### src/rtl/biquad_coeff_loader.sv
// biquad_coeff_loader
// Collects a full set of DF2T biquad coefficients into a shadow bank, then
// swaps the set into the active registers on a sample boundary, so the filter
// never runs with a mix of old and new coefficients.
//
// Ports:
//   clk, rst_n        rising-edge clock, asynchronous active-low reset
//   cfg_valid/ready   coefficient write handshake (ready is low while PENDING)
//   cfg_addr          0=b0 1=b1 2=b2 3=a1 4=a2, 5-7 illegal
//   cfg_data          signed coefficient value
//   cfg_commit        request a swap of the shadow bank (qualified by ready)
//   cfg_err_clr       clears cfg_err (a same-cycle error event still sets)
//   sample_tick       one-cycle strobe at the biquad input-sample boundary
//   b0,b1,b2,a1,a2    active coefficients, registered
//   swap_done         one-cycle pulse once the active bank holds the new set
//   busy              high while a committed set waits for a tick
//   cfg_err           sticky: [0] illegal address / incomplete commit,
//                     [1] swap forced by timeout
module biquad_coeff_loader #(
  parameter int COEFF_WIDTH    = 16,
  parameter int TIMEOUT_CYCLES = 1024
) (
  input  logic                          clk,
  input  logic                          rst_n,
  input  logic                          cfg_valid,
  output logic                          cfg_ready,
  input  logic [2:0]                    cfg_addr,
  input  logic signed [COEFF_WIDTH-1:0] cfg_data,
  input  logic                          cfg_commit,
  input  logic                          cfg_err_clr,
  input  logic                          sample_tick,
  output logic signed [COEFF_WIDTH-1:0] b0,
  output logic signed [COEFF_WIDTH-1:0] b1,
  output logic signed [COEFF_WIDTH-1:0] b2,
  output logic signed [COEFF_WIDTH-1:0] a1,
  output logic signed [COEFF_WIDTH-1:0] a2,
  output logic                          swap_done,
  output logic                          busy,
  output logic [1:0]                    cfg_err
);

  localparam int CNT_W = $clog2(TIMEOUT_CYCLES);
  localparam logic [CNT_W-1:0] CNT_LAST = CNT_W'(TIMEOUT_CYCLES - 1);

  typedef enum logic [1:0] {IDLE, LOAD, PENDING} state_t;

  state_t                        state, state_nxt;
  logic [4:0]                    mask, mask_upd;
  logic signed [COEFF_WIDTH-1:0] shadow [5];
  logic [CNT_W-1:0]              cnt;

  logic wr_acc, wr_legal, wr_illegal;
  logic commit_acc, commit_ok, commit_bad;
  logic tick_swap, timeout_swap, do_swap;

  // State register
  always_ff @(posedge clk or negedge rst_n) begin
    if (!rst_n) state <= IDLE;
    else        state <= state_nxt;
  end

  // Next-state logic
  always_comb begin
    state_nxt = state;
    case (state)
      IDLE: begin
        if (commit_ok)     state_nxt = PENDING;
        else if (wr_legal) state_nxt = LOAD;
      end
      LOAD: begin
        if (commit_ok) state_nxt = PENDING;
      end
      PENDING: begin
        if (do_swap) state_nxt = IDLE;
      end
      default: state_nxt = IDLE;
    endcase
  end

  // Output and strobe decode. A same-cycle legal write is folded into
  // mask_upd so the commit completeness check sees it.
  always_comb begin
    cfg_ready  = (state != PENDING);
    busy       = (state == PENDING);
    wr_acc     = cfg_valid && cfg_ready;
    wr_legal   = wr_acc && (cfg_addr <= 3'd4);
    wr_illegal = wr_acc && (cfg_addr > 3'd4);
    mask_upd   = mask;
    for (int i = 0; i < 5; i++) begin
      if (wr_legal && (cfg_addr == 3'(i))) mask_upd[i] = 1'b1;
    end
    commit_acc   = cfg_commit && cfg_ready;
    commit_ok    = commit_acc && (mask_upd == 5'b11111);
    commit_bad   = commit_acc && !commit_ok;
    // A tick arriving together with the timeout is treated as a normal swap.
    tick_swap    = busy && sample_tick;
    timeout_swap = busy && !sample_tick && (cnt == CNT_LAST);
    do_swap      = tick_swap || timeout_swap;
  end

  // Shadow bank, write mask and PENDING timeout counter
  always_ff @(posedge clk or negedge rst_n) begin
    if (!rst_n) begin
      mask <= '0;
      cnt  <= '0;
      for (int i = 0; i < 5; i++) shadow[i] <= '0;
    end else begin
      for (int i = 0; i < 5; i++) begin
        if (wr_legal && (cfg_addr == 3'(i))) shadow[i] <= cfg_data;
      end
      if (do_swap) mask <= '0;
      else         mask <= mask_upd;
      if (commit_ok) cnt <= '0;
      else if (busy) cnt <= cnt + 1'b1;
    end
  end

  // Active bank, swap pulse and sticky errors
  always_ff @(posedge clk or negedge rst_n) begin
    if (!rst_n) begin
      b0        <= '0;
      b1        <= '0;
      b2        <= '0;
      a1        <= '0;
      a2        <= '0;
      swap_done <= 1'b0;
      cfg_err   <= 2'b00;
    end else begin
      if (do_swap) begin
        b0 <= shadow[0];
        b1 <= shadow[1];
        b2 <= shadow[2];
        a1 <= shadow[3];
        a2 <= shadow[4];
      end
      swap_done <= do_swap;
      // Clear first, then OR in this cycle's events so a set wins over clear.
      cfg_err <= (cfg_err_clr ? 2'b00 : cfg_err) |
                 {timeout_swap, (wr_illegal || commit_bad)};
    end
  end

endmodule

### config.mk
export PLATFORM = sky130hd
export DESIGN_NAME = biquad_coeff_loader
export DESIGN_NICKNAME = d
export VERILOG_FILES = /design/src/rtl/biquad_coeff_loader.sv
export SDC_FILE = /design/constraint.sdc
export NUM_CORES = 1
export LEC_CHECK = 0
export CAP_MARGIN = 40
export CORE_ASPECT_RATIO = 1.75
export CORE_MARGIN = 10
export CORE_UTILIZATION = 30
export DETAILED_ROUTE_END_ITERATION = 10
export SYNTH_ARGS = -nofsm -noshare
export SYNTH_HDL_FRONTEND = slang
export SYNTH_SLANG_ARGS = --single-unit
### constraint.sdc
create_clock -name clk -period 3.1 [get_ports clk]
set_input_delay 0.62 -clock clk [delete_from_list [all_inputs] [get_ports clk]]
set_output_delay 0.62 -clock clk [all_outputs]
set_load 0.005 [all_outputs]
Word-level counts from Yosys, hierarchy flattened
Index checks and enable logic that the tools add are counted.

Bits in registers: 180. Output and inout port bits: 85. Word-level logic and storage cells: 67.

Add/subtract/negate cells: 1. $lt $le $gt $ge: 2. Equal/unequal tests: 12. Multiplexer cells: 14. Bitwise gates (word level): 1. Reductions and logical operators: 22.

Operators with widths (count): $mux 10 (2); $logic_and 1x1->1 (14); $add 10x1->10 const B (1); $eq 10x10->1 const B (1); $mux 2 (5); $eq 3x2->1 const B (2); $pmux 2 s3 (1); $eq 5x5->1 const B (1); $mux 1 (5); $mux 5 (1); $ne 2x2->1 const B (2); $eq 3x1->1 const B (1); $eq 3x3->1 const B (1); $gt 3x3->1 const B (1); $le 3x3->1 const B (1); $logic_not 3->1 (1); $ne 3x3->1 const B (1); $reduce_and 3->1 (1); $eq 2x1->1 const B (1); $eq 2x2->1 const B (1); $logic_not 1->1 (2); $logic_not 2->1 (1); $logic_or 1x1->1 (2); $ne 2x1->1 const B (1); other kinds (2) (2).

Longest topological paths before layout
Depth after elaboration: 11. Depth in mapped cells: 8.

Worst setup path after synthesis
OpenSTA, ideal clock, no wires.

Path kind: input-to-reg. Start point: input cfg_addr[1]. End point: register cnt[9]. Arrival time: 1.841 ns. Data required time: 2.950 ns. Path slack: 1.110 ns. Stages on the path: 5. Cell sequence: buf_2 nor3b_2 a31oi_1 nor3_1 a22oi_2.

Longest elaborated chain between the ends: 7. Elaborated cells between the ends (all ways): 21.

RTL lines: start: declaration (line 27) `input logic [2:0] cfg_addr,`; $le 3x3->1 (line 86) `wr_legal = wr_acc && (cfg_addr <= 3'd4);`; $logic_and 1x1->1 (line 86); $logic_and 1x1->1 (line 90) `if (wr_legal && (cfg_addr == 3'(i))) mask_upd[i] = 1'b1;`; $mux 1 (line 90); $eq 5x5->1 (*) (line 93) `commit_ok = commit_acc && (mask_upd == 5'b11111);`; $logic_and 1x1->1 (*) (line 93); $mux 10 / $reduce_bool 2->1 (equally long branches); end signal: assignment (line 114) `else if (busy) cnt <= cnt + 1'b1;`; end: declaration (line 50) `logic [CNT_W-1:0] cnt;`.

Mark *: on every way between the ends. The rest lies on a longest branch, timed or not. A chain may end at the register's enable or synchronous reset.

Worst setup path after layout
Start point: register state[0]. End point: output busy.

Longest elaborated chain between the ends: 1.

RTL lines: start: declaration (line 47) `state_t state, state_nxt;`; start signal: assignment (line 59) `else state <= state_nxt;`; $eq 2x2->1 (line 84) `busy = (state == PENDING);`; end: declaration (line 38) `output logic busy,`.

Every way passes these cells.

==> results_dict.tcl <==
set metrics [dict create \
    status "finished, final reports clean" \
    path_clk_slew_ns 0.07 \
    antenna_left 0 \
    cts_resized 0 \
    mostFrequentLayoutCell "dfrtp_1" \
    mostFrequentLayoutCells "dfrtp_1, clkdlybuf4s50_1, mux2_2" \
    postCtsSetupRepairBufs 0 \
    hold_class "input pin to asynchronous set/reset pin" \
    max_cap_viol_count 0 \
    critPathLaunchType "flop" \
    busiest_layer "met2" \
    rrSetupSlack_ns 0.69 \
    cts_made_buffers 17 \
    syn_area_per_cell_um2 14.8 \
    cts_buffer_depth 2 \
    io_pins 110 \
    via_count 4192 \
    antenna_found_initial 0 \
    synth-edff-count 0 \
    netlist_area_um2 7050 \
    met3_usage 0.0386 \
    rsz0062_at_grt "false" \
    crit_type "flop to output port" \
    placed_cell_area_um2 8490 \
    viasPerCell 4.61 \
    crit_arrival_ns 2.12 \
    yosys.cell_types.count 43 \
    finalMaxSlewViolations 0 \
    routabilityCongestion 0.772 \
    grt_util_met1 0.132 \
    total_power_mw 7.97 \
    fin_nets 619 \
    routed_wl_um 17300 \
    maxSlewHeadroom 0.534 \
    cts.hold.buffers_added 0 \
    power_density_nw_per_um2 880 \
    p_leak_nw 4.00 \
    cts_sinks 180 \
    cp.required_ns 2.48 \
    row_count 74 \
    critPathCaptureType "output port" \
    cts_root_buf "clkbuf_16" \
    tns_ns 0 \
    syn2layout_area_growth_pct 28.3 \
    yosysWarningCount 0 \
    die_h_um 223 \
    ys.flop_type "dfrtp_1" \
    grt_max_degree 81 \
    n_antenna_cell 0 \
    grt_pass1_vias 4740 \
    hold_viol_final 0 \
    htree_levels 4 \
    synth-seq-cells 180 \
    die_w_um 136 \
    use_met2 0.216 \
    fin_crit_sh 0.884 \
    drc 0 \
    fmax_mhz 365 \
    setup_viol 0 \
    grt_first_pass_wirelength_um 28100 \
    vdd_drop_max_mv 0.410 \
    synth_nets 504 \
    wl_per_cell_um 19.1 \
    first_pass_iters 4 \
    stdcell_area_um2 9050 \
    dp_hpwl_um 12200 \
    die-area_um2 30300 \
    ys_async_sr_fraction 1.00 \
    insertion_delay_ns 0.43 \
    drtIter0Drc 238 \
    grt_use_total 0.121 \
    layout-drive-gt1-share 0.258 \
    coreArea_um2 23200 \
    synth.yosys.seq_area_share 0.639 \
    syn_inst 478 \
    crit_fanout 16 \
    tightest_slew_ns 0.698 \
    io_buffers 109 \
    clock_skew_ns 0.00764 \
    cts_tree "yes" \
    start_util 0.303 \
    grt_remaining_overflow 0 \
    fin_crit_ns 2.74 \
]
==> synth_stat cells, types with 2 or more instances <==
cell / n / area (um^2)
dfrtp_1: 180 / 4500
mux2_2: 102 / 1150
nand2_1: 53 / 199
mux2_1: 42 / 473
buf_2: 14 / 70.1
a21oi_1: 12 / 60.1
inv_1: 9 / 33.8
buf_6: 7 / 78.8
nand4_1: 5 / 31.3
nor2_1: 5 / 18.8
xor2_1: 5 / 43.8
and3_1: 4 / 25.0
or3_1: 3 / 18.8
a311oi_1: 2 / 17.5
a41oi_1: 2 / 17.5
nand3_1: 2 / 10.0
nor2b_1: 2 / 12.5
nor3_1: 2 / 10.0
o21ai_0: 2 / 10.0
xnor2_1: 2 / 17.5
==> registers in the layout, indices dropped and copies added (netlist names), 5 cells and up <==
signal,cells
shadow,80
a1,16
a2,16
b0,16
b1,16
b2,16
cnt,10
mask,5
==> per-layer routing <==
metal  up-vias  wire length, um
li1       1898                -
met1      2189             6590
met2        90             9660
met3        15              830
met4         0              257
met5         -                0
==> report_power, final <==
group	internal [mW]	switching (mW)	total, mW
combinational	1.41	0.815	2.22
sequential	3.19	0.492	3.68
clock	1.14	0.916	2.06
total	5.74	2.22	7.97
==> worst max-delay path, cell delays in order (launching register included) <==
cell and delay (ns):
dfrtp_1 0.41, nand2b_1 0.48, inv_6 0.26, clkdlybuf4s50_1 0.53
==> area by class of cell <==
type	instances	area, um^2
inverters	10	42.5
clock inverters	12	106
fillers	2176	14200
repair buffers	121	1220
well taps	304	380
clock buffers	19	453
flip-flops and latches	180	4500
multi-input cells	263	2350
==> logic make-up (layout without fill, tap and decap cells) <==
| logic type | Yosys count | in the layout | share of synthesized area |
|---|---|---|---|
| AND/OR/NAND/NOR | 83 | 83 | 0.0589 |
| flip-flops | 180 | 180 | 0.639 |
| adder cells (fa/ha/maj) | 1 | 1 | 0.00177 |
| XOR/XNOR | 7 | 7 | 0.00869 |
| multiplexers | 145 | 145 | 0.231 |
| AO/OA/AOI/OAI | 27 | 27 | 0.0307 |
| buffers and inverters | 35 | 162 | 0.0300 |
==> final timing paths <==
kind / cells after the start / from / end
max in group asynchronous: 2 / rst_n / a1[0]
worst min-delay path: 1 / rst_n / b2[3]
worst max-delay path: 3 / state[0] / busy
min in group clk: 2 / shadow[0] / shadow[0]
worst min register to register: 2 / shadow[0] / shadow[0]
worst max register to register: 5 / state[0] / b2[7]
==> metrics by stage <==
stage               std cells  worst slack (ns)  utilization  hold WS (ns)
floorplan                 478              1.11            -         0.324
global placement          877             0.353        0.365         0.455
detailed placement        878             0.574        0.365         0.461
CTS                       909             0.324        0.389        0.0573
global route              909             0.246        0.389        0.0711
finish                    909             0.360        0.389        0.0701
Power figures use the tool's default switching activity.
